File: src/rtl/instr_mem_loadable.sv
// instr_mem_loadable: parametrised instruction memory for the pipelined MIPS core.
// Sits between the IF-stage PC and the IF/ID register. A debug-unit load engine
// streams a program into the array, after which the FSM hands control to the
// fetch path. Fetch is registered (one-cycle latency) with flush > stall > normal.
//
// Optional build macro: IMEM_READBACK_EN
//   When defined, adds a second read port (dbg_raddr / dbg_rdata) so the debug
//   unit can read back and verify a loaded program in any FSM state.
//
// Load handshake: a word is transferred on every posedge where load_valid and
// load_ready are both high. load_ready is high only in LOAD, and it is a pure
// function of state, so it never depends combinationally on load_valid. A
// load_start pulse seen in LOAD restarts the load and discards any beat offered
// in that same cycle.
module instr_mem_loadable #(
  parameter int                DATA_W   = 32,
  parameter int                DEPTH    = 64,
  parameter int                ADDR_W   = 6,
  parameter logic [DATA_W-1:0] NOP_WORD = '0
) (
  input  logic              clk,
  input  logic              rst,
  input  logic [31:0]       pc,
  input  logic              stall,
  input  logic              flush,
  output logic [DATA_W-1:0] instr,
  output logic              instr_valid,
  output logic              fetch_fault,
  input  logic              load_start,
  input  logic              load_valid,
  input  logic [DATA_W-1:0] load_data,
  input  logic              load_last,
  output logic              load_ready,
  output logic              load_done,
  output logic [ADDR_W:0]   load_count,
  output logic              running,
  output logic [1:0]        state_dbg
`ifdef IMEM_READBACK_EN
  ,
  input  logic [ADDR_W-1:0] dbg_raddr,
  output logic [DATA_W-1:0] dbg_rdata
`endif
);

  typedef enum logic [1:0] {
    ST_IDLE = 2'd0,
    ST_LOAD = 2'd1,
    ST_DONE = 2'd2,
    ST_RUN  = 2'd3
  } state_t;

  localparam logic [ADDR_W-1:0] WPTR_LAST = ADDR_W'(DEPTH - 1);
  localparam logic [ADDR_W-1:0] WPTR_ONE  = ADDR_W'(1);
  localparam logic [ADDR_W:0]   CNT_ONE   = (ADDR_W + 1)'(1);

  logic [DATA_W-1:0] mem_q [DEPTH];

  state_t            state_q, state_d;
  logic [ADDR_W-1:0] wptr_q, wptr_d;
  logic [ADDR_W:0]   cnt_q, cnt_d;
  logic              accept;

  logic [DATA_W-1:0] instr_q, instr_d;
  logic              valid_q, valid_d;
  logic              fault_q, fault_d;
  logic [ADDR_W-1:0] fetch_idx;
  logic              fetch_bad;

  // Load engine: next state, write pointer and word counter.
  always_comb begin
    state_d = state_q;
    wptr_d  = wptr_q;
    cnt_d   = cnt_q;
    accept  = 1'b0;
    case (state_q)
      ST_IDLE: begin
        // Without a load request the preloaded image runs straight away.
        if (load_start) begin
          state_d = ST_LOAD;
          wptr_d  = '0;
          cnt_d   = '0;
        end else begin
          state_d = ST_RUN;
        end
      end
      ST_LOAD: begin
        if (load_start) begin
          wptr_d = '0;
          cnt_d  = '0;
        end else if (load_valid) begin
          accept = 1'b1;
          wptr_d = wptr_q + WPTR_ONE;
          cnt_d  = cnt_q + CNT_ONE;
          // Filling the last slot ends the load even without load_last,
          // so the counter tops out at DEPTH.
          if (load_last || (wptr_q == WPTR_LAST)) begin
            state_d = ST_DONE;
          end
        end
      end
      ST_DONE: begin
        state_d = ST_RUN;
      end
      ST_RUN: begin
        if (load_start) begin
          state_d = ST_LOAD;
          wptr_d  = '0;
          cnt_d   = '0;
        end
      end
      default: begin
        state_d = ST_IDLE;
      end
    endcase
  end

  // Load engine state registers.
  always_ff @(posedge clk or posedge rst) begin
    if (rst) begin
      state_q <= ST_IDLE;
      wptr_q  <= '0;
      cnt_q   <= '0;
    end else begin
      state_q <= state_d;
      wptr_q  <= wptr_d;
      cnt_q   <= cnt_d;
    end
  end

  // Program array write port; contents survive reset.
  always_ff @(posedge clk) begin
    if (accept) begin
      mem_q[wptr_q] <= load_data;
    end
  end

  // Fetch next-value: only RUN fetches; a restart request blanks the output.
  always_comb begin
    fetch_idx = pc[ADDR_W+1:2];
    fetch_bad = (pc[1:0] != 2'b00) || (pc[31:ADDR_W+2] != '0);
    instr_d   = instr_q;
    valid_d   = valid_q;
    fault_d   = fault_q;
    if ((state_q != ST_RUN) || load_start) begin
      instr_d = NOP_WORD;
      valid_d = 1'b0;
      fault_d = 1'b0;
    end else if (flush) begin
      instr_d = NOP_WORD;
      valid_d = 1'b0;
      fault_d = 1'b0;
    end else if (!stall) begin
      if (fetch_bad) begin
        instr_d = NOP_WORD;
        valid_d = 1'b0;
        fault_d = 1'b1;
      end else begin
        instr_d = mem_q[fetch_idx];
        valid_d = 1'b1;
        fault_d = 1'b0;
      end
    end
  end

  // Fetch output registers feeding the IF/ID stage.
  always_ff @(posedge clk or posedge rst) begin
    if (rst) begin
      instr_q <= NOP_WORD;
      valid_q <= 1'b0;
      fault_q <= 1'b0;
    end else begin
      instr_q <= instr_d;
      valid_q <= valid_d;
      fault_q <= fault_d;
    end
  end

`ifdef IMEM_READBACK_EN
  // Debug readback port, live in every state.
  always_ff @(posedge clk or posedge rst) begin
    if (rst) begin
      dbg_rdata <= '0;
    end else begin
      dbg_rdata <= mem_q[dbg_raddr];
    end
  end
`endif

  assign instr       = instr_q;
  assign instr_valid = valid_q;
  assign fetch_fault = fault_q;
  assign load_ready  = (state_q == ST_LOAD);
  assign load_done   = (state_q == ST_DONE);
  assign running     = (state_q == ST_RUN);
  assign load_count  = cnt_q;
  assign state_dbg   = state_q;

endmodule

File: config.mk
export PLATFORM = sky130hd
export DESIGN_NAME = instr_mem_loadable
export DESIGN_NICKNAME = d
export VERILOG_FILES = /design/src/rtl/instr_mem_loadable.sv
export SDC_FILE = /design/constraint.sdc
export NUM_CORES = 2
export LEC_CHECK = 0
export BUFFER_PORTS_ARGS = -buffer_cell sky130_fd_sc_hd__buf_2
export CORE_ASPECT_RATIO = 1.2
export CORE_MARGIN = 2
export CORE_UTILIZATION = 37
export CTS_BUF_LIST = sky130_fd_sc_hd__clkbuf_16
export DETAILED_ROUTE_END_ITERATION = 12
export GPL_ROUTABILITY_DRIVEN = 0
export SLEW_MARGIN = 30
export SYNTH_ARGS = -nofsm -noshare
export SYNTH_HDL_FRONTEND = slang
export SYNTH_SLANG_ARGS = --single-unit
export TNS_END_PERCENT = 50
File: constraint.sdc
create_clock -name clk -period 3.17 [get_ports clk]
set_clock_uncertainty 0.15 [all_clocks]
set_input_delay 0 -clock clk [delete_from_list [all_inputs] [get_ports clk]]
set_output_delay 0 -clock clk [all_outputs]
set_load 0.01 [all_outputs]
Yosys cells after proc, flatten, opt, wreduce, memory -nomap -nowiden
Memory sizes are Yosys's and may differ from the RTL's.
Cells that the tools add are included.
- $add $sub $neg: 2
- eq/ne operators: 12
- mux-type cells: 31
- reductions and logical operators: 10
- operator list (operator ; count):
    $mux W32 ; 4
    $reduce_bool A24 Y1 ; 1
    $mux W7 ; 3
    $mux W6 ; 3
    $pmux W7 S2 ; 1
    $mux W1 ; 13
    $pmux W6 S2 ; 1
    $mux W2 ; 5
    $ne A2 B2 Y1 const B ; 4
    $pmux W2 S4 ; 1
    $add A7 B1 Y7 const B ; 1
    $add A6 B1 Y6 const B ; 1
    $eq A6 B6 Y1 const B ; 1
    $eq A2 B2 Y1 const B ; 2
    $ne A2 B1 Y1 const B ; 2
    $reduce_and A4 Y1 ; 1
    $reduce_bool A2 Y1 ; 2
    $logic_or A1 B1 Y1 ; 3
    $ne A3 B1 Y1 const B ; 1
    $ne A3 B3 Y1 const B ; 1
    $reduce_and A3 Y1 ; 1
    $eq A2 B1 Y1 const B ; 1
    $logic_not A2 Y1 ; 1
    $reduce_or A2 Y1 ; 1
- bits in registers: 49
- bits in writable memories: 2048
- bits of input ports: 71
- output and inout bits: 46
- logic and storage cells: 62
- memories: 1
- memories (name ; words ; bits a word ; rd ports ; clocked after Yosys merged registers in ; wr ports ; line ; source):
    mem_q ; 64 ; 32 ; 1 ; 0 ; 1 ; 56 ; logic [DATA_W-1:0] mem_q [DEPTH];

Logic depth before layout (Yosys ltp)
- depth in word-level cells: 6
- depth in mapped cells: 10

Worst setup path before layout
OpenSTA, ideal clock, no wires.
- kind: flip-flop to flip-flop
- start: register state_q[1] (netlist: state_dbg[1])
- end: memory mem_q[59][0], enable pin
- data arrival time: 2.825 ns
- setup slack: -0.226 ns
- stages on the path, launching flop included: 7
- cell sequence: dfrtp_1 inv_1 ha_1 nand2_1 nor3_1 nand3_1 nor2_1
- longest elaborated chain between the ends: 4
- RTL lines (item ; line ; source):
    from (decl) ; 58 ; state_t state_q, state_d;
    from (signal assigned) ; 124 ; state_q <= state_d;
    $eq A2 B1 Y1 ; - ;
    via load_ready ; 33 ; output logic load_ready,
    $mux W1 ; 75 ; case (state_q)
    $mux W1 ; 132 ; if (accept) begin
    $mux W1 (not written as such) ; 133 ; mem_q[wptr_q] <= load_data;
    to (decl) ; 56 ;
The timed path passes the listed nets, and every way through them passes these cells.

Final worst setup path
- start: register wptr_q[3]
- end: register state_q[1] (netlist: state_dbg[1])
- longest elaborated chain between the ends: 4
- RTL lines (item ; line ; source):
    from (decl) ; 59 ; logic [ADDR_W-1:0] wptr_q, wptr_d;
    from (signal assigned) ; 125 ; wptr_q <= wptr_d;
    $eq A6 B6 Y1 ; 96 ; if (load_last || (wptr_q == WPTR_LAST)) begin
    $logic_or A1 B1 Y1 ; 96 ;
    $ne A2 B1 Y1 (no line) ; - ;
    $reduce_and A4 Y1 (no line) ; - ;
Every way passes these cells.
A chain may end at the register's enable or synchronous reset.

==> qor.txt <==
Die Y: 515.6 um
dpl hpwl: 133200 um
mean routed wirelength per cell: 29.01 um
worst path required time: 3.77 ns
Boundary Pins: 117
Cell variety after synth: 54
status: complete, but fails checks
Post-Syn Area: 80700 um^2
Post-Place Setup Slack: 0.1838 ns
Core Util, Final: 43.54%
DP Area: 87160 um^2
critical path's top delay family: buffers and inverters
gr ovfl total: 0
multiplexer share of the synthesized area: 14.66%
Avg Cell Area, Syn: 20.64 um^2
Synth async-reset ratio: 2.337%
Worst-Margin Slew: 0.9888 ns
CTS tree: yes
H-Tree Depth: 4
routed vias: 40920
Via density: 5.556
Max IR drop VDD: 0.0005653 V
setup ws final: 0.1391 ns
Layout area overhead: 16.89%
DRT Pass-1 Iters: 7
root buffer cell: clkbuf_16
crit path max fanout: 9
# setup viols final: 0
initial DRC count: 4108
R2R setup slack: 0.14 ns
dpl cells: 6928
worst-case reg-to-reg path depth: 9
RSZ-0062 raised after global routing: no
largest net degree at the start of global routing: 65
Final period util: 95.61%
Reg clk slew, reported paths: 0.06 ns
final wirelength: 213700 um
Worst path depth: 9
Critical path buffers and inverters: 4
Rows: 187
largest family of logic cells by synthesized area: multiplexers
reg2reg start: wptr_q[3]
Mapped Nets: 3987
register area: 62730 um^2
fin. max-slew vios: 0
Multi-input gate area: 17210 um^2
Filler Cell Count: 18580
post-route minimum period: 3.031 ns
PortBufs: 116
clk sinks: 2097
CP Capture Type: flip-flop
failing checks: negative hold slack
Seq/Total Area, Yosys: 77.73%
Simple-Gate Fraction of Synth Area: 1.662%
DRC violations left: 0
Compound-Gate Fraction of Synth Area: 4.255%
fmax: 329.9 MHz
CP cell instances: buf_4, nand3_1, buf_8, nor2_1, o211ai_1, dlygate4sd3_1, a22o_1, dlygate4sd3_1, mux2i_1
Worst R2R End: state_dbg[1]
Hold WC Path Type: in -> reg
crit start category: flip-flop
synth warn: 0
Starting Density: 37.25%
first-pass GRT wire length: 304800 um
LEAKAGE: 31.14 nW
chip width: 430.3 um
CP max stage cell: dlygate4sd3_1
most area-hungry cell type in the Yosys netlist: edfxtp_1
CTS max path bufs: 3
Post-Synth Adder-Cell Area: 0.1085%
core area: 216700 um^2
Slew headroom: 34.08%
post-route cell area: 94330 um^2
most used cell, CP: dlygate4sd3_1
Antenna Nets Post-Route: 0
Hold WS: -0.03040 ns
CTS Buf Count: 199
Finished Layout Cells: 7364
top_reg_cell synth: edfxtp_1
synth top area cells: edfxtp_1, mux4_2, mux2i_1, dfrtp_1, o22ai_1
pwr dens: 608.2 nW/um^2
Mapped Cells: 3909
CP Class: reg -> reg
Post-synth EDFFs: 2048
count of state elements after synthesis: 2097
nets@finish: 4434
die area: 221900 um^2
worst-skew pair later-pin latency: 0.86 ns
Data arrival, critical path: 3.63 ns
initial antenna violation count: 17
area share of the largest cell type after synthesis: 76.21%
GRT Util Overall: 19.14%
layout cell share with drive strength beyond 1: 24.28%
MaxCap Viol Count: 0
vias in the first global route: 41620
slowest stage delay, CP: 0.60 ns
XOR/XNOR Fraction of Synth Area: 0.01085%
Critical Path End: state_dbg[1]
Fin. Hold Viols: 7
CP startpoint: wptr_q[3]
through the flow:
| stage | power [W] | setup TNS, ns |
|---|---|---|
| 2_1_floorplan | 0.03284 | -239.61 |
| 3_3_place_gp | 0.03434 | 0 |
| 3_5_place_dp | 0.03440 | 0 |
| 4_1_cts | 0.05784 | 0 |
| 5_1_grt | 0.05906 | 0 |
| 6_report | 0.05737 | 0 |
timing repair:
item | in CTS | in global routing
hold buffers | 57 | 6
setup endpoints to repair | 0 | 56
gates resized for setup | 0 | 5
endpoints found under the hold margin | 2129 | 1
buffers inserted | 0 | 0
report_power, final:
group / internal, W / switching (W)
sequential: 0.0305 / 0.0000612
clock: 0.0132 / 0.0103
combinational: 0.00116 / 0.00212
total: 0.0449 / 0.0125
worst min-delay path by stage:
stage                       startpoint            end  slack [ns]  cells past startpoint
after detailed placement           rst  load_count[6]        0.03                      2
after global routing            pc[14]      instr[25]       0.002                      7
final                           pc[26]      instr[10]       -0.03                      7
after floorplan           load_data[0]    mem_q[0][0]       -0.05                      0
after CTS                        pc[3]      instr[11]        0.01                      6
after global placement             rst   state_dbg[1]       0.008                      2
sequential cells by signal, summed over array words and instances (netlist names):
register	count
fetch_fault	1
instr	32
instr_valid	1
load_count	7
mem_q	2048
state_dbg	2
wptr_q	6
logic make-up after synthesis:
| logic type | Yosys count |
|---|---|
| flip-flops | 2097 |
| XOR/XNOR | 1 |
| buffers and inverters | 232 |
| AO/OA/AOI/OAI | 476 |
| adder cells (fa/ha/maj) | 7 |
| AND/OR/NAND/NOR | 307 |
| multiplexers | 789 |
cell usage after synthesis, types with 10 or more instances:
| cell type | instances |
|---|---|
| a221o_1 | 21 |
| a211o_1 | 63 |
| mux2i_1 | 473 |
| o31ai_1 | 11 |
| a22oi_1 | 21 |
| o22ai_1 | 114 |
| buf_2 | 75 |
| o2bb2ai_1 | 10 |
| a21oi_1 | 22 |
| buf_4 | 36 |
| nand3_1 | 14 |
| buf_1 | 15 |
| a221oi_1 | 53 |
| o221ai_1 | 32 |
| o21ai_1 | 46 |
| buf_6 | 20 |
| a211oi_1 | 41 |
| mux4_2 | 314 |
| nand2_1 | 82 |
| o21ai_0 | 33 |
| nor2b_1 | 10 |
| edfxtp_1 | 2048 |
| nor2_1 | 151 |
| clkbuf_1 | 79 |
| dfrtp_1 | 49 |
layout make-up:
class,instances,share of cell area [%]
Sequential cell,2097,66.50
Timing Repair Buffer,473,4.560
Antenna cell,7,0.01857
Inverter,5,0.01990
Clock buffer,202,5.359
Clock inverter,165,1.541
Multi-Input combinational cell,1580,18.24
Tap cell,2835,3.760
cell usage in the layout, fill, tap and decap left out, drive strengths merged, types with 2 or more instances in the layout:
master       Yosys  routed
nor3b            2       2
o2bb2ai         10      10
or2              5       5
mux2             2       2
or3              3       3
clkbuf          79     202
a221o           21      21
ha               7       7
nand2b           5       5
or3b             4       4
diode            0       7
nand4            4       4
dlygate4sd3      0      62
a21oi           22      22
nor3             3       3
o31ai           11      11
nand3b           6       6
a22oi           21      21
and2             7       7
clkinv           1      89
a22o             4       4
o221ai          32      32
nand2           82      82
a221oi          53      53
nor2           152     152
nor2b           11      11
clkinvlp         0      11
a211o           63      63
mux4           314     314
bufinv           0      19
mux2i          473     473
a211oi          41      41
nor4             7       7
inv              4      51
nand3           14      14
o22ai          114     114
dfrtp           49      49
edfxtp        2048    2048
o21ai           79      79
buf            148     411
metal layers:
| metal | vias to the layer above | wire, um | track usage [%] |
|---|---|---|---|
| met2 | 1489 | 107900 | 32.55 |
| met5 | - | 53 | 0 |
| li1 | 17210 | - | - |
| met4 | 8 | 5754 | 5.638 |
| met1 | 21900 | 86740 | 25.44 |
| met3 | 303 | 13250 | 2.925 |
worst min-delay path, stage by stage:
cell	delay, ns
buf_2	0.07
nor4_1	0.04
nand3_1	0.34
nor3_1	0.11
buf_4	0.18
o21ai_0	0.08
o31ai_1	0.07
Power figures use the tool's default switching activity.
